File: src/rtl/rvv_xrf_wb_collector_if.sv
// Scalar-regfile writeback bundle: N_IN-lane retire input side, single-port
// writeback output side, plus the pending-write mask and fill level.
interface rvv_xrf_wb_collector_if #(
  parameter int N_IN   = 2,
  parameter int DEPTH  = 4,
  parameter int ADDR_W = 5,
  parameter int DATA_W = 32
);
  localparam int CNT_W = $clog2(DEPTH + 1);

  logic [N_IN-1:0]        in_valid;
  logic [N_IN*ADDR_W-1:0] in_addr;
  logic [N_IN*DATA_W-1:0] in_data;
  logic [N_IN-1:0]        in_ready;
  logic                   async_rd_valid;
  logic [ADDR_W-1:0]      async_rd_addr;
  logic [DATA_W-1:0]      async_rd_data;
  logic                   async_rd_ready;
  logic [2**ADDR_W-1:0]   pending_mask;
  logic [CNT_W-1:0]       fill_level;

  modport master (
    output in_valid, in_addr, in_data, async_rd_ready,
    input  in_ready, async_rd_valid, async_rd_addr, async_rd_data,
           pending_mask, fill_level
  );

  modport slave (
    input  in_valid, in_addr, in_data, async_rd_ready,
    output in_ready, async_rd_valid, async_rd_addr, async_rd_data,
           pending_mask, fill_level
  );
endinterface

File: src/rtl/rvv_xrf_wb_collector.sv
// Collects up to N_IN in-order vector retire writes per cycle into a circular
// FIFO and drains them one per cycle onto the scalar regfile writeback port.
module rvv_xrf_wb_collector #(
  parameter int N_IN   = 2,
  parameter int DEPTH  = 4,
  parameter int ADDR_W = 5,
  parameter int DATA_W = 32
) (
  input logic                   clk,
  input logic                   rstn,
  rvv_xrf_wb_collector_if.slave bus
);
  localparam int CNT_W = $clog2(DEPTH + 1);
  localparam int PTR_W = (DEPTH > 1) ? $clog2(DEPTH) : 1;

  typedef logic [PTR_W-1:0] ptr_t;
  typedef logic [CNT_W-1:0] cnt_t;

  logic [ADDR_W-1:0] mem_addr [DEPTH];
  logic [DATA_W-1:0] mem_data [DEPTH];
  ptr_t              rptr, wptr;
  cnt_t              count;

  logic [N_IN-1:0]   lane_acc, lane_wr;
  ptr_t              lane_idx [N_IN];
  cnt_t              n_push;
  logic              pop;

  // Modulo-DEPTH add; n never exceeds DEPTH so one correction suffices,
  // which keeps non-power-of-2 depths working.
  function automatic ptr_t ptr_add(input ptr_t p, input int unsigned n);
    int unsigned s;
    s = 32'(p) + n;
    if (s >= DEPTH) s = s - DEPTH;
    return ptr_t'(s);
  endfunction

  // Space is judged from the registered count only; a same-cycle pop does
  // not free a slot until the next cycle.
  always_comb begin
    for (int i = 0; i < N_IN; i++) bus.in_ready[i] = (DEPTH - int'(count)) > i;
  end

  // NOTE: every always_comb output gets a value before any condition, so no latch is inferred.
  always_comb begin
    lane_acc = bus.in_valid & bus.in_ready;
    lane_wr  = '0;
    n_push   = '0;
    for (int i = 0; i < N_IN; i++) begin
      lane_idx[i] = ptr_add(wptr, 32'(n_push));
      // x0 writes are handshaken but dropped; survivors compact in lane order.
      lane_wr[i]  = lane_acc[i] && (bus.in_addr[i*ADDR_W +: ADDR_W] != '0);
      if (lane_wr[i]) n_push = cnt_t'(n_push + 1'b1);
    end
  end

  assign pop = (count != '0) && bus.async_rd_ready;

  // NOTE: sequential state uses non-blocking assignments only.
  always_ff @(posedge clk or negedge rstn) begin
    if (!rstn) begin
      rptr  <= '0;
      wptr  <= '0;
      count <= '0;
    end else begin
      if (pop) rptr <= ptr_add(rptr, 1);
      wptr  <= ptr_add(wptr, 32'(n_push));
      count <= count + n_push - cnt_t'(pop);
    end
  end

  // NOTE: storage is not reset; count alone decides which entries are live.
  always_ff @(posedge clk) begin
    for (int i = 0; i < N_IN; i++) begin
      if (lane_wr[i]) begin
        mem_addr[lane_idx[i]] <= bus.in_addr[i*ADDR_W +: ADDR_W];
        mem_data[lane_idx[i]] <= bus.in_data[i*DATA_W +: DATA_W];
      end
    end
  end

  // Head is presented straight from storage; zeroed when empty.
  assign bus.async_rd_valid = (count != '0);
  assign bus.async_rd_addr  = bus.async_rd_valid ? mem_addr[rptr] : '0;
  assign bus.async_rd_data  = bus.async_rd_valid ? mem_data[rptr] : '0;
  assign bus.fill_level     = count;

  always_comb begin
    bus.pending_mask = '0;
    for (int k = 0; k < DEPTH; k++) begin
      if (k < int'(count)) bus.pending_mask[mem_addr[ptr_add(rptr, k)]] = 1'b1;
    end
    bus.pending_mask[0] = 1'b0;
  end

  // Retire lanes must be valid contiguously from lane 0.
  for (genvar g = 1; g < N_IN; g++) begin : g_contig
    a_contig: assert property (@(posedge clk) disable iff (!rstn)
      bus.in_valid[g] |-> bus.in_valid[g-1])
      else $error("in_valid gap at lane %0d", g);
  end
endmodule

File: src/flat_wrapper.sv
// flat-port wrapper written by rule: the top's interface ports become plain ports
module rvv_xrf_wb_collector_flat 
#(
  parameter int N_IN   = 2,
  parameter int DEPTH  = 4,
  parameter int ADDR_W = 5,
  parameter int DATA_W = 32
)
  (clk, rstn, bus_in_valid, bus_in_addr, bus_in_data, bus_async_rd_ready, bus_in_ready, bus_async_rd_valid, bus_async_rd_addr, bus_async_rd_data, bus_pending_mask, bus_fill_level);
  rvv_xrf_wb_collector_if #(.N_IN(N_IN), .DEPTH(DEPTH), .ADDR_W(ADDR_W), .DATA_W(DATA_W)) bus_i ();
  input logic clk;
  input logic rstn;
  input wire logic [$bits(bus_i.in_valid)-1:0] bus_in_valid;
  input wire logic [$bits(bus_i.in_addr)-1:0] bus_in_addr;
  input wire logic [$bits(bus_i.in_data)-1:0] bus_in_data;
  input wire logic [$bits(bus_i.async_rd_ready)-1:0] bus_async_rd_ready;
  output wire logic [$bits(bus_i.in_ready)-1:0] bus_in_ready;
  output wire logic [$bits(bus_i.async_rd_valid)-1:0] bus_async_rd_valid;
  output wire logic [$bits(bus_i.async_rd_addr)-1:0] bus_async_rd_addr;
  output wire logic [$bits(bus_i.async_rd_data)-1:0] bus_async_rd_data;
  output wire logic [$bits(bus_i.pending_mask)-1:0] bus_pending_mask;
  output wire logic [$bits(bus_i.fill_level)-1:0] bus_fill_level;
  assign bus_i.in_valid = bus_in_valid;
  assign bus_i.in_addr = bus_in_addr;
  assign bus_i.in_data = bus_in_data;
  assign bus_i.async_rd_ready = bus_async_rd_ready;
  assign bus_in_ready = bus_i.in_ready;
  assign bus_async_rd_valid = bus_i.async_rd_valid;
  assign bus_async_rd_addr = bus_i.async_rd_addr;
  assign bus_async_rd_data = bus_i.async_rd_data;
  assign bus_pending_mask = bus_i.pending_mask;
  assign bus_fill_level = bus_i.fill_level;
  rvv_xrf_wb_collector #(.N_IN(N_IN), .DEPTH(DEPTH), .ADDR_W(ADDR_W), .DATA_W(DATA_W)) u_core (.clk(clk), .rstn(rstn), .bus(bus_i));
endmodule
File: config.mk
export PLATFORM = sky130hd
export DESIGN_NAME = rvv_xrf_wb_collector_flat
export DESIGN_NICKNAME = d
export VERILOG_FILES = /design/src/rtl/rvv_xrf_wb_collector_if.sv /design/src/rtl/rvv_xrf_wb_collector.sv /design/src/flat_wrapper.sv
export SDC_FILE = /design/constraint.sdc
export NUM_CORES = 1
export LEC_CHECK = 0
export BUFFER_PORTS_ARGS = -buffer_cell sky130_fd_sc_hd__buf_2
export CAP_MARGIN = 30
export CORE_ASPECT_RATIO = 1.1
export CORE_MARGIN = 1.5
export CORE_UTILIZATION = 62
export DETAILED_ROUTE_END_ITERATION = 10
export PLACE_DENSITY = 0.88
export SLEW_MARGIN = 20
export SYNTH_ARGS = -nofsm -noshare
export SYNTH_HDL_FRONTEND = slang
export SYNTH_SLANG_ARGS = --single-unit
File: constraint.sdc
create_clock -name clk -period 10.9 [get_ports clk]
set_clock_uncertainty 0.1 [all_clocks]
set_input_delay 0.545 -clock clk [delete_from_list [all_inputs] [get_ports clk]]
set_output_delay 0.545 -clock clk [all_outputs]
set_load 0.05 [all_outputs]
-- Yosys cells after proc, flatten, opt, wreduce, memory -nomap -nowiden
Memory sizes are Yosys's and may differ from the RTL's.
Cells that the tools add are included.
W data, S select, Z words.
- $lt $le $gt $ge: 21
- $add $sub $neg: 16
- reduce and logical (&&, ||, !) cells: 10
- muxes and demuxes: 31
- div/mod/pow operators: 0
- bitwise operators: 4
- multipliers: 0
- shift operators: 0
- eq/ne operators: 0
- operators with widths (cell ; count):
    $mux W32 ; 5
    $or A32 B32 Y32 ; 3
    $lt A5 B6 Y1 const B ; 4
    $mux W2 ; 11
    $demux W1 S5 ; 4
    $ge A5 B1 Y1 const B ; 4
    $sub A2 B1 Y2 const B ; 7
    $ge A3 B3 Y1 const B ; 4
    $reduce_bool A5 Y1 ; 2
    $mux W1 ; 9
    $logic_and A1 B1 Y1 ; 7
    $add A2 B2 Y3 const B ; 2
    $ge A2 B3 Y1 const B ; 2
    $lt A1 B3 Y1 const A ; 2
    $lt A2 B3 Y1 const A ; 2
    $mux W5 ; 1
    $add A2 B3 Y4 ; 1
    $ge A4 B3 Y1 const B ; 1
    $gt A4 B1 Y1 const B ; 1
    $gt A4 B2 Y1 const B ; 1
    $sub A3 B3 Y4 const A ; 1
    $add A2 B1 Y3 ; 1
    $add A2 B1 Y3 const B ; 1
    $add A3 B3 Y3 ; 1
    other kinds (5) ; 5
- bits in latches: 0
- memory bits (read-only): 0
- RAM bits: 148
- register bits: 7
- word-level logic and storage cells: 87
- memories: 2
- input port bits: 79
- memories (name ; words ; bits a word ; rd ports ; clocked after Yosys merged registers in ; wr ports ; RTL line ; source):
    u_core.mem_data ; 4 ; 32 ; 1 ; 0 ; 2 ; rvv_xrf_wb_collector.sv:20 ; logic [DATA_W-1:0] mem_data [DEPTH];
    u_core.mem_addr ; 4 ; 5 ; 5 ; 0 ; 2 ; rvv_xrf_wb_collector.sv:19 ; logic [ADDR_W-1:0] mem_addr [DEPTH];

-- Logic depth before layout (Yosys ltp)
Gate-level depths: netlist (run 1).
An unclocked memory read counts as a cell.
- word-level depth: 15
- depth in mapped cells: 13
- gate-level depth less buffers: 12

-- Least setup slack after synthesis (run 1)
No wires, ideal clock.
- path kind: reg-to-reg
- from: register u_core.count[2], in the netlist u_core.bus.fill_level[2]
- to: memory u_core.mem_addr[1][0] (enable)
- setup slack: 6.429 ns
- required time: 10.420 ns
- setup time: 0.380 ns
- buffers on the path: 3
- arrival: 3.991 ns
- stages on the path, launching flop included: 13
- cells stage by stage: dfrtp_1 buf_2 inv_1 ha_1 or3b_2 o21a_1 o211a_1 ha_1 inv_1 nor4_1 buf_2 buf_4 a31o_2
- RTL lines (what ; RTL line ; source):
    from (decl) ; rvv_xrf_wb_collector.sv:22 ; cnt_t count;
    from (signal assigned) ; rvv_xrf_wb_collector.sv:68 ; count <= count + n_push - cnt_t'(pop);
    to (decl) ; rvv_xrf_wb_collector.sv:19 ;

==> results of run 1 <==
==> metal layers <==
layer | global-route usage (%) | share of wire [%]
met1 | 39.4 | 35
met2 | 59.2 | 53
met3 | 6.57 | 7.2
met4 | 17.6 | 5.0
met5 | 0 | 0.038
==> cells in the mapped netlist, types with 2 or more instances <==
| library cell | n | area, sq um |
|---|---|---|
| edfxtp_1 | 148 | 4440 |
| mux2_2 | 139 | 1570 |
| mux4_2 | 52 | 1170 |
| and2_1 | 40 | 250 |
| a22oi_1 | 28 | 210 |
| nand2_1 | 21 | 78.8 |
| o221ai_1 | 16 | 140 |
| inv_1 | 15 | 56.3 |
| buf_2 | 13 | 65.1 |
| clkbuf_1 | 13 | 48.8 |
| buf_4 | 12 | 90.1 |
| nor2_1 | 12 | 45.0 |
| o211ai_1 | 10 | 75.1 |
| mux2_1 | 9 | 101 |
| nor2b_1 | 9 | 56.3 |
| nand2b_1 | 8 | 50.1 |
| dfrtp_1 | 7 | 175 |
| ha_1 | 7 | 87.6 |
| nor4_1 | 6 | 37.5 |
| xnor2_1 | 6 | 52.6 |
| and4b_1 | 5 | 50.1 |
| nor4b_2 | 5 | 75.1 |
| or3_1 | 5 | 31.3 |
| a31o_2 | 4 | 35.0 |
| nand3_1 | 3 | 15.0 |
| a21oi_1 | 2 | 10.0 |
| and4bb_2 | 2 | 25.0 |
| nand3b_1 | 2 | 15.0 |
| nand4_1 | 2 | 12.5 |
| nor4b_4 | 2 | 47.6 |
| or4_1 | 2 | 15.0 |
| xor2_1 | 2 | 17.5 |
==> kinds of logic after synthesis <==
group / after synthesis / share of synthesized area, %
other: 1 / 0.0400
and+or+nand+nor: 131 / 9.33
xor gates and xnor gates: 8 / 0.748
adders and majority gates: 8 / 1.15
buffers and inverters: 56 / 3.10
AOI/OAI and AO/OA: 70 / 6.04
muxes: 200 / 30.3
DFF: 155 / 49.3
==> placed cells by master, fill, tap and decap left out, drive strengths merged, types with 4 or more instances in the layout <==
cell type and count:
buf 164, edfxtp 148, mux2 148, mux4 52, and2 40, a22oi 28, nand2 21, clkbuf 18
o221ai 17, inv 17, nor2 12, o211ai 10, nor2b 9, nand2b 8, ha 7, nor4 7
nor4b 7, dfrtp 7, xnor2 6, clkinvlp 6, or3 5, and4b 5, a31o 4, clkinv 4
==> worst paths after layout <==
kind | cells past startpoint | from | to | slack [ps]
hold / removal | 2 | bus_in_data[56] | u_core.mem_data[3][24] | 370
max in group asynchronous | 2 | rstn | u_core.rptr[0] | 10130
setup reg to reg | 11 | u_core.bus.fill_level[2] | u_core.mem_data[1][11] | 6320
min in group asynchronous | 2 | rstn | u_core.rptr[0] | 400
hold reg to reg | 1 | u_core.wptr[0] | u_core.wptr[0] | 540
setup / recovery | 11 | u_core.bus.fill_level[2] | u_core.mem_data[1][11] | 6320
==> sequential cells by signal, indices dropped and copies added (netlist names) <==
register               flops
u_core.rptr                2
u_core.bus.fill_level      3
u_core.mem_data          128
u_core.mem_addr           20
u_core.wptr                2
==> worst max-delay path, delay by kind of cell, from the launching register on <==
kind	cells	cell delay, ps
adder cells (fa/ha/maj)	2	750
AO/OA/AOI/OAI	3	700
buffers and inverters	4	1330
flip-flops	1	540
AND/OR/NAND/NOR	2	770
==> area by class of cell <==
type / count / area (sq um) / share of cell area (%)
diodes: 1 / 2.50 / 0.0230
clock buffers: 18 / 429 / 3.95
clock inverters: 14 / 146 / 1.35
inverters: 15 / 56.3 / 0.518
multi-input cells: 418 / 4490 / 41.3
flip-flops and latches: 155 / 4620 / 42.5
well taps: 192 / 240 / 2.21
repair buffers: 165 / 885 / 8.13
==> metrics by stage <==
stage	hold WS, ps	setup slack, ps
after global placement	285	6610
after global routing	375	6090
after floorplan	149	6430
after detailed placement	291	6430
after CTS	359	6360
final	366	6320
==> results.tsv, run 1 <==
stage	metric	value	unit
synthesis	Seq cells post-synth	155	
synthesis	synth unique cells	54	
min_path	Hold/Removal Path Class	input port to register	
clocking	Setup Buffers After CTS	0	
sta	Least-Margin Pin Slew	929	ps
critical_path	Max FO, Critical Path	38	
sta	fin crit period	4580	ps
placement	Post-DP Area	10300	sq um
die	IO Pins	154	
drt	initial drt markers	723	
synthesis	Synth Flop Type	edfxtp_1	
cells_and_area	FILL cells	851	
drt	Vias/cell	6.81	
synthesis	number of flops mapped to enable cells by yosys	148	
synthesis	Post-Syn Area	9370	sq um
sta	max_slew headroom	37.6	%
run_status	outcome	completed	
placement	Placed Instances	944	
placement	hpwl dp	17.3	mm
die	Core Rows	46	
cells_and_area	Area Growth Syn to Fin	16.1	%
clocking	clk sinks	155	
critical_path	CP required	10860	ps
global_routing	GRT overflow	0	
synthesis	Seq/Total Area, Yosys	49.3	%
global_routing	gr usage total	33.8	%
placement	I/O Buffers	152	
global_routing	first-pass GRT wire length	40.1	mm
die	Die Span X	120	microns
cells_and_area	Layout Utilization	74.4	%
sta	Peak Freq	0.218	GHz
sta	RSZ-0062 raised after global routing	no	
placement	gpl congestion	1.03	
synthesis	Mapped Cells	629	
critical_path	cells along the critical path	inv_1 > ha_1 > or3b_2 > o21a_1 > o211a_1 > ha_1 > inv_1 > nor4_2 > buf_4 > a31o_2 > buf_4	
die	Die Ht	132	microns
cells_and_area	Final nets	859	
drt	routed via count	6663	
clocking	clk_lat worst skew	420	ps
sta	period utilization	42.0	%
global_routing	antenna violations before repair	1	
synthesis	synthesized area per cell	14.9	sq um
critical_path	Setup CP Type	register to register	
synthesis	Ys Warns	0	
run	Max Cap Viol	0	
global_routing	vias in the first global route	6943	
cells_and_area	post-route cell area	10900	sq um
clocking	Post-CTS Resized	0	
die	Initial Util	64.1	%
sta	final setup fails	0	
clocking	TritonCTS clock tree	built	
clocking	Hold-fix buffers, CTS	1	
sta	Setup TNS	0	ps
cells_and_area	post-route insts no fill	978	
critical_path	Slowest cell on crit path	dfrtp_1	
clocking	Clock H-tree levels	4	
clocking	Max Root-Sink Buffers	2	
synthesis	Async SR Flop Fraction	4.52	%
die	area of the core	14600	sq um
sta	Slew Limit Fails	0	
clocking	clk slew on worst S/H paths	70	ps
drt	ANT nets after route	0	
drt	final WL	26.5	mm
critical_path	CP Capture Type	register	
critical_path	CP peak stage delay	540	ps
die	die area	15900	sq um
clocking	CTS root buf	clkbuf_16	
clocking	CTS Buf Count	17	
global_routing	largest net degree at the start of global routing	54	
drt	Remaining DRCs	0	
drt	routed wire length per instance	27.1	microns
critical_path	Critical Path AT	4540	ps
synthesis	Mapped Nets	716	
drt	DRT Pass-1 Iters	5	
cells_and_area	share of layout cells above drive strength 1	52.0	%
critical_path	CP Launch Type	register	
sta	Fin. Hold Viols	0	
Power of run 1 is not shown: default switching activity piles up to over one toggle a cycle in this logic, so the estimate is an artifact.
==> inputs of run 2 (changes only) <==
CORE_UTILIZATION = 52   (was 62)
PLACE_DENSITY = 0.78   (was 0.88)
clock period = 3.9 ns   (was 10.9 ns; I/O delays follow)
==> run 2 against run 1 <==
Compared with the run above:
- first-iteration DRC count down 17%
- cell area up 3.1%
- worst hold slack worse by 350 ps
- critical path depth down 1
- clock-buffer cell count down 1
==> results.tsv, run 2 (synthesized netlist as in run 1, its figures left out) <==
stage	metric	value	unit	change
run_status	outcome	completed		
placement	gpl congestion	0.955		-7.3%
cells_and_area	share of layout cells above drive strength 1	53.7	%	+1.7 points
global_routing	vias in the first global route	6801		-2.0%
die	Core Rows	51		+11%
min_path	hold path start	bus_in_data[53]		
drt	final WL	25.6	mm	-3.5%
critical_path	Worst Setup SP	u_core.bus.fill_level[0]		
clocking	Max Root-Sink Buffers	2		unchanged
critical_path	CP Launch Type	register		
clocking	clk slew on worst S/H paths	70	ps	about the same
cells_and_area	commonest non-fill, non-tap cells in the layout	buf_2, edfxtp_1, mux2_2, mux4_2, and2_1		
critical_path	Max FO, Critical Path	19		-50%
critical_path	CP Capture Type	register		
clocking	clk sinks	155		unchanged
sta	Setup TNS	0	ps	unchanged
cells_and_area	Area Growth Syn to Fin	19.7	%	
drt	Vias/cell	6.28		-7.8%
die	Die Ht	144	microns	+9.0%
sta	fin crit period	3640	ps	-938 ps
clocking	Hold-fix buffers, CTS	2		+1
cells_and_area	Multi-input gate area	4530	sq um	+0.78%
critical_path	Critical Path AT	3660	ps	-880 ps
clocking	Clock H-tree levels	4		unchanged
sta	Slew Limit Fails	0		unchanged
cells_and_area	FF+latch area	4630	sq um	about the same
die	die area	18800	sq um	+19%
placement	hpwl dp	18.0	mm	+4.0%
run	Max Cap Viol	0		unchanged
cells_and_area	Final nets	875		+1.9%
placement	Post-DP Area	10600	sq um	+2.9%
cells_and_area	max FFs per register	128		unchanged
critical_path	FF-to-FF Start	u_core.bus.fill_level[0]		
global_routing	GRT overflow	0		unchanged
critical_path	CP required	3930	ps	-6930 ps
sta	Peak Freq	0.275	GHz	+26%
drt	Remaining DRCs	0		unchanged
die	area of the core	17700	sq um	+21%
clocking	Setup Buffers After CTS	0		unchanged
die	IO Pins	154		unchanged
clocking	TritonCTS clock tree	built		
die	Die Span X	131	microns	+9.0%
sta	RSZ-0062 raised after global routing	no		
placement	I/O Buffers	152		unchanged
drt	routed wire length per instance	24.6	microns	-9.4%
die	Initial Util	53.0	%	-11 points
sta	max_slew headroom	39.4	%	+1.8 points
critical_path	Setup CP Type	register to register		
clocking	CTS Buf Count	17		unchanged
clocking	clk_lat worst skew	420	ps	about the same
placement	pre-CTS setup slack	316	ps	-6110 ps
sta	Fin. Hold Viols	0		unchanged
cells_and_area	most common cell after layout, fill and taps aside	buf_2		
global_routing	largest net degree at the start of global routing	27		-50%
drt	ANT nets after route	0		unchanged
global_routing	antenna violations before repair	3		+2
cells_and_area	FILL cells	1325		+56%
sta	Least-Margin Pin Slew	897	ps	-32.1 ps
sta	final setup fails	0		unchanged
cells_and_area	post-route cell area	11200	sq um	+3.1%
clocking	CTS root buf	clkbuf_16		
clocking	Post-CTS Resized	0		unchanged
drt	DRT Pass-1 Iters	5		unchanged
drt	initial drt markers	599		-17%
sta	crit path setup slack, layout	261	ps	-6060 ps
sta	period utilization	93.3	%	+51 points
global_routing	gr usage total	28.6	%	-5.2 points
drt	routed via count	6538		-1.9%
min_path	Hold/Removal Path Class	input port to register		
global_routing	first-pass GRT wire length	39.6	mm	-1.2%
run 2: cell types whose count changed in the layout (fill, tap and decap cells not counted), moves of 2 or more:
cell        before  now
buf_12           1    9
inv_6            1    6
clkinv_4         1    3
a31o_4           1    4
clkinvlp_4       6    0
dfrtp_1          5    3
inv_8            1    3
a31o_2           3    0
buf_4            9   18
dfrtp_2          1    3
clkinv_1         2    0
run 2: through the flow:
step	utilization, %	instances	hold slack, ps
floorplan	-	629	-201
global placement	59.9	1005	-64.8
detailed placement	59.9	1005	-57.2
CTS	63.4	1039	0.748
global route	63.4	1041	5.08
finish	63.4	1041	13.3
run 2: worst max-delay path, cell delays in order, from the launching register on:
cell	delay (ps)
dfrtp_1	470
nor2_1	90
ha_1	290
or3b_2	470
o21a_2	150
o211a_4	180
ha_1	340
nor4_2	510
buf_12	240
a31o_4	250
buf_12	210
run 2: final timing paths:
check                      slack [ps]  cells after the start                        to
setup / recovery                  260                     10    u_core.mem_data[2][12]
hold / removal                     10                      2    u_core.mem_data[3][21]
setup reg to reg                  260                     10    u_core.mem_data[2][12]
hold reg to reg                   560                      2  u_core.bus.fill_level[2]
max in group asynchronous        3500                      2            u_core.rptr[0]
min in group asynchronous          30                      2  u_core.bus.fill_level[0]
run 2: final cells by class:
| class | instances | share of cell area, % |
|---|---|---|
| Antenna cell | 2 | 0.0446 |
| Multi-Input combinational cell | 418 | 40.4 |
| Inverter | 15 | 0.502 |
| Sequential cell | 155 | 41.3 |
| Clock buffer | 17 | 3.79 |
| Tap cell | 238 | 2.66 |
| Timing Repair Buffer | 181 | 9.77 |
| Clock inverter | 15 | 1.58 |
run 2: layer usage:
metal | track usage (%) | wire, microns | vias to the layer above
li1 | - | - | 2880
met1 | 34.6 | 9650 | 3282
met2 | 49.2 | 13400 | 306
met3 | 6.07 | 1660 | 68
met4 | 12.5 | 882 | 2
met5 | 0 | 12 | -
Power of run 2 is left out for the same reason.
==> inputs of run 3 (changes only) <==
==> constraint.sdc (replaced) <==
create_clock -name clk -period 3.9 [get_ports clk]
set_clock_uncertainty 0.1 [all_clocks]
set_input_delay 0.39 -clock clk [delete_from_list [all_inputs] [get_ports clk]]
set_output_delay 0.39 -clock clk [all_outputs]
set_load 0.05 [all_outputs]
==> run 3 against run 2 <==
Compared with the run above:
- non-clock buffer count up 4
- setup slack worse by 89 ps
- critical path depth up 1
- via count down 0.21%
- maximum frequency down 2.4%
- register-to-register slack worse by 90 ps
- global-route usage down 1.3 points
- sequential share of layout area about the same
- utilization up 0.071 points
==> results.tsv, run 3 (synthesized netlist as in run 1, its figures left out) <==
stage	metric	value	unit	change
placement	pre-CTS setup slack	126	ps	-190 ps
sta	Peak Freq	0.268	GHz	-2.4%
placement	hpwl dp	18.2	mm	+1.2%
sta	final setup fails	0		unchanged
clocking	clk_lat worst skew	420	ps	about the same
cells_and_area	Final nets	879		+0.46%
cells_and_area	max FFs per register	128		unchanged
clocking	CTS Buf Count	17		unchanged
critical_path	CP Launch Type	register		
global_routing	first-pass GRT wire length	37.9	mm	-4.4%
sta	RSZ-0062 raised after global routing	no		
clocking	Clock H-tree levels	4		unchanged
die	IO Pins	154		unchanged
cells_and_area	FILL cells	1358		+2.5%
sta	Least-Margin Pin Slew	865	ps	-31.9 ps
drt	final WL	25.2	mm	-1.4%
sta	Slew Limit Fails	0		unchanged
drt	DRT Pass-1 Iters	5		unchanged
placement	gpl congestion	0.971		+1.6%
global_routing	GRT overflow	0		unchanged
die	die area	18800	sq um	unchanged
clocking	Max Root-Sink Buffers	2		unchanged
global_routing	vias in the first global route	6871		+1.0%
critical_path	CP Capture Type	register		
critical_path	Setup CP Type	register to register		
clocking	TritonCTS clock tree	built		
global_routing	largest net degree at the start of global routing	31		+15%
die	area of the core	17700	sq um	unchanged
cells_and_area	most common cell after layout, fill and taps aside	buf_2		
drt	ANT nets after route	0		unchanged
cells_and_area	Area Growth Syn to Fin	19.8	%	
clocking	clk sinks	155		unchanged
sta	period utilization	95.6	%	+2.3 points
critical_path	R2R Setup Slk	170	ps	-90 ps
die	Die Span X	131	microns	unchanged
sta	fin crit period	3730	ps	+88.5 ps
drt	Vias/cell	6.20		-1.3%
critical_path	CP required	3960	ps	+30 ps
global_routing	antenna violations before repair	7		+4
drt	initial drt markers	434		-28%
cells_and_area	share of layout cells above drive strength 1	53.9	%	+0.23 points
placement	I/O Buffers	152		unchanged
critical_path	reg2reg path depth	11		+1
run	Max Cap Viol	0		unchanged
die	Die Ht	144	microns	unchanged
critical_path	Critical Path AT	3790	ps	+130 ps
sta	Fin. Hold Viols	0		unchanged
critical_path	Max FO, Critical Path	24		+5
clocking	clk slew on worst S/H paths	70	ps	about the same
sta	crit path setup slack, layout	172	ps	-88.5 ps
drt	Remaining DRCs	0		unchanged
clocking	CTS root buf	clkbuf_16		
sta	max_slew headroom	41.9	%	+2.5 points
sta	hold slack	210	ps	+197 ps
sta	Setup TNS	0	ps	unchanged
run_status	outcome	completed		
min_path	Worst Hold Depth	2		unchanged
min_path	Hold/Removal Path Class	input port to register		
die	Core Rows	51		unchanged
drt	routed via count	6524		-0.21%
cells_and_area	commonest non-fill, non-tap cells in the layout	buf_2, edfxtp_1, mux2_2, mux4_2, and2_1		
drt	routed wire length per instance	24.0	microns	-2.4%
cells_and_area	Layout Utilization	63.5	%	+0.071 points
die	Initial Util	53.0	%	unchanged
global_routing	gr usage total	27.3	%	-1.3 points
## run 3: layout make-up
class	instances	area, sq um	share of cell area (%)
Antenna cell	9	22.5	0.201
Tap cell	238	298	2.65
Sequential cell	155	4630	41.2
Clock buffer	17	425	3.79
Inverter	15	56.3	0.502
Clock inverter	15	136	1.21
Timing Repair Buffer	185	1120	10.0
Multi-Input combinational cell	418	4540	40.4
## run 3: final timing paths
kind,to,startpoint
worst max-delay path,u_core.mem_data[3][25],u_core.bus.fill_level[2]
worst min register to register,u_core.bus.fill_level[2],u_core.bus.fill_level[2]
worst min-delay path,u_core.mem_data[0][14],bus_in_data[46]
worst max register to register,u_core.mem_data[3][25],u_core.bus.fill_level[2]
min in group asynchronous,u_core.rptr[0],rstn
max in group asynchronous,u_core.rptr[0],rstn
## run 3: layer usage
layer	global-route usage [%]	share of wire [%]
met3	5.73	6.5
met5	0	0
met2	49.6	53
met1	29.6	36
met4	14.2	4.3
## run 3: repair_timing
action,in CTS,in global routing
endpoints found under the hold margin,7,0
hold buffers,1,0
resized for setup,0,1
buffers inserted,0,8
endpoints found under the setup margin,0,71
## run 3: critical path: stages (launching register included)
cell and delay, ps:
dfrtp_2 410, inv_1 140, ha_1 320, or3b_2 470
o21a_2 150, o211a_4 180, ha_1 350, inv_1 110
nor4_2 370, buf_4 270, buf_12 220, mux2_2 360
## run 3: metrics by stage
stage,cells,cell area (sq um)
after global placement,1002,10600
after floorplan,629,9420
after global routing,1048,11200
final,1052,11200
after CTS,1035,11100
after detailed placement,1002,10600
Power of run 3 is left out for the same reason.
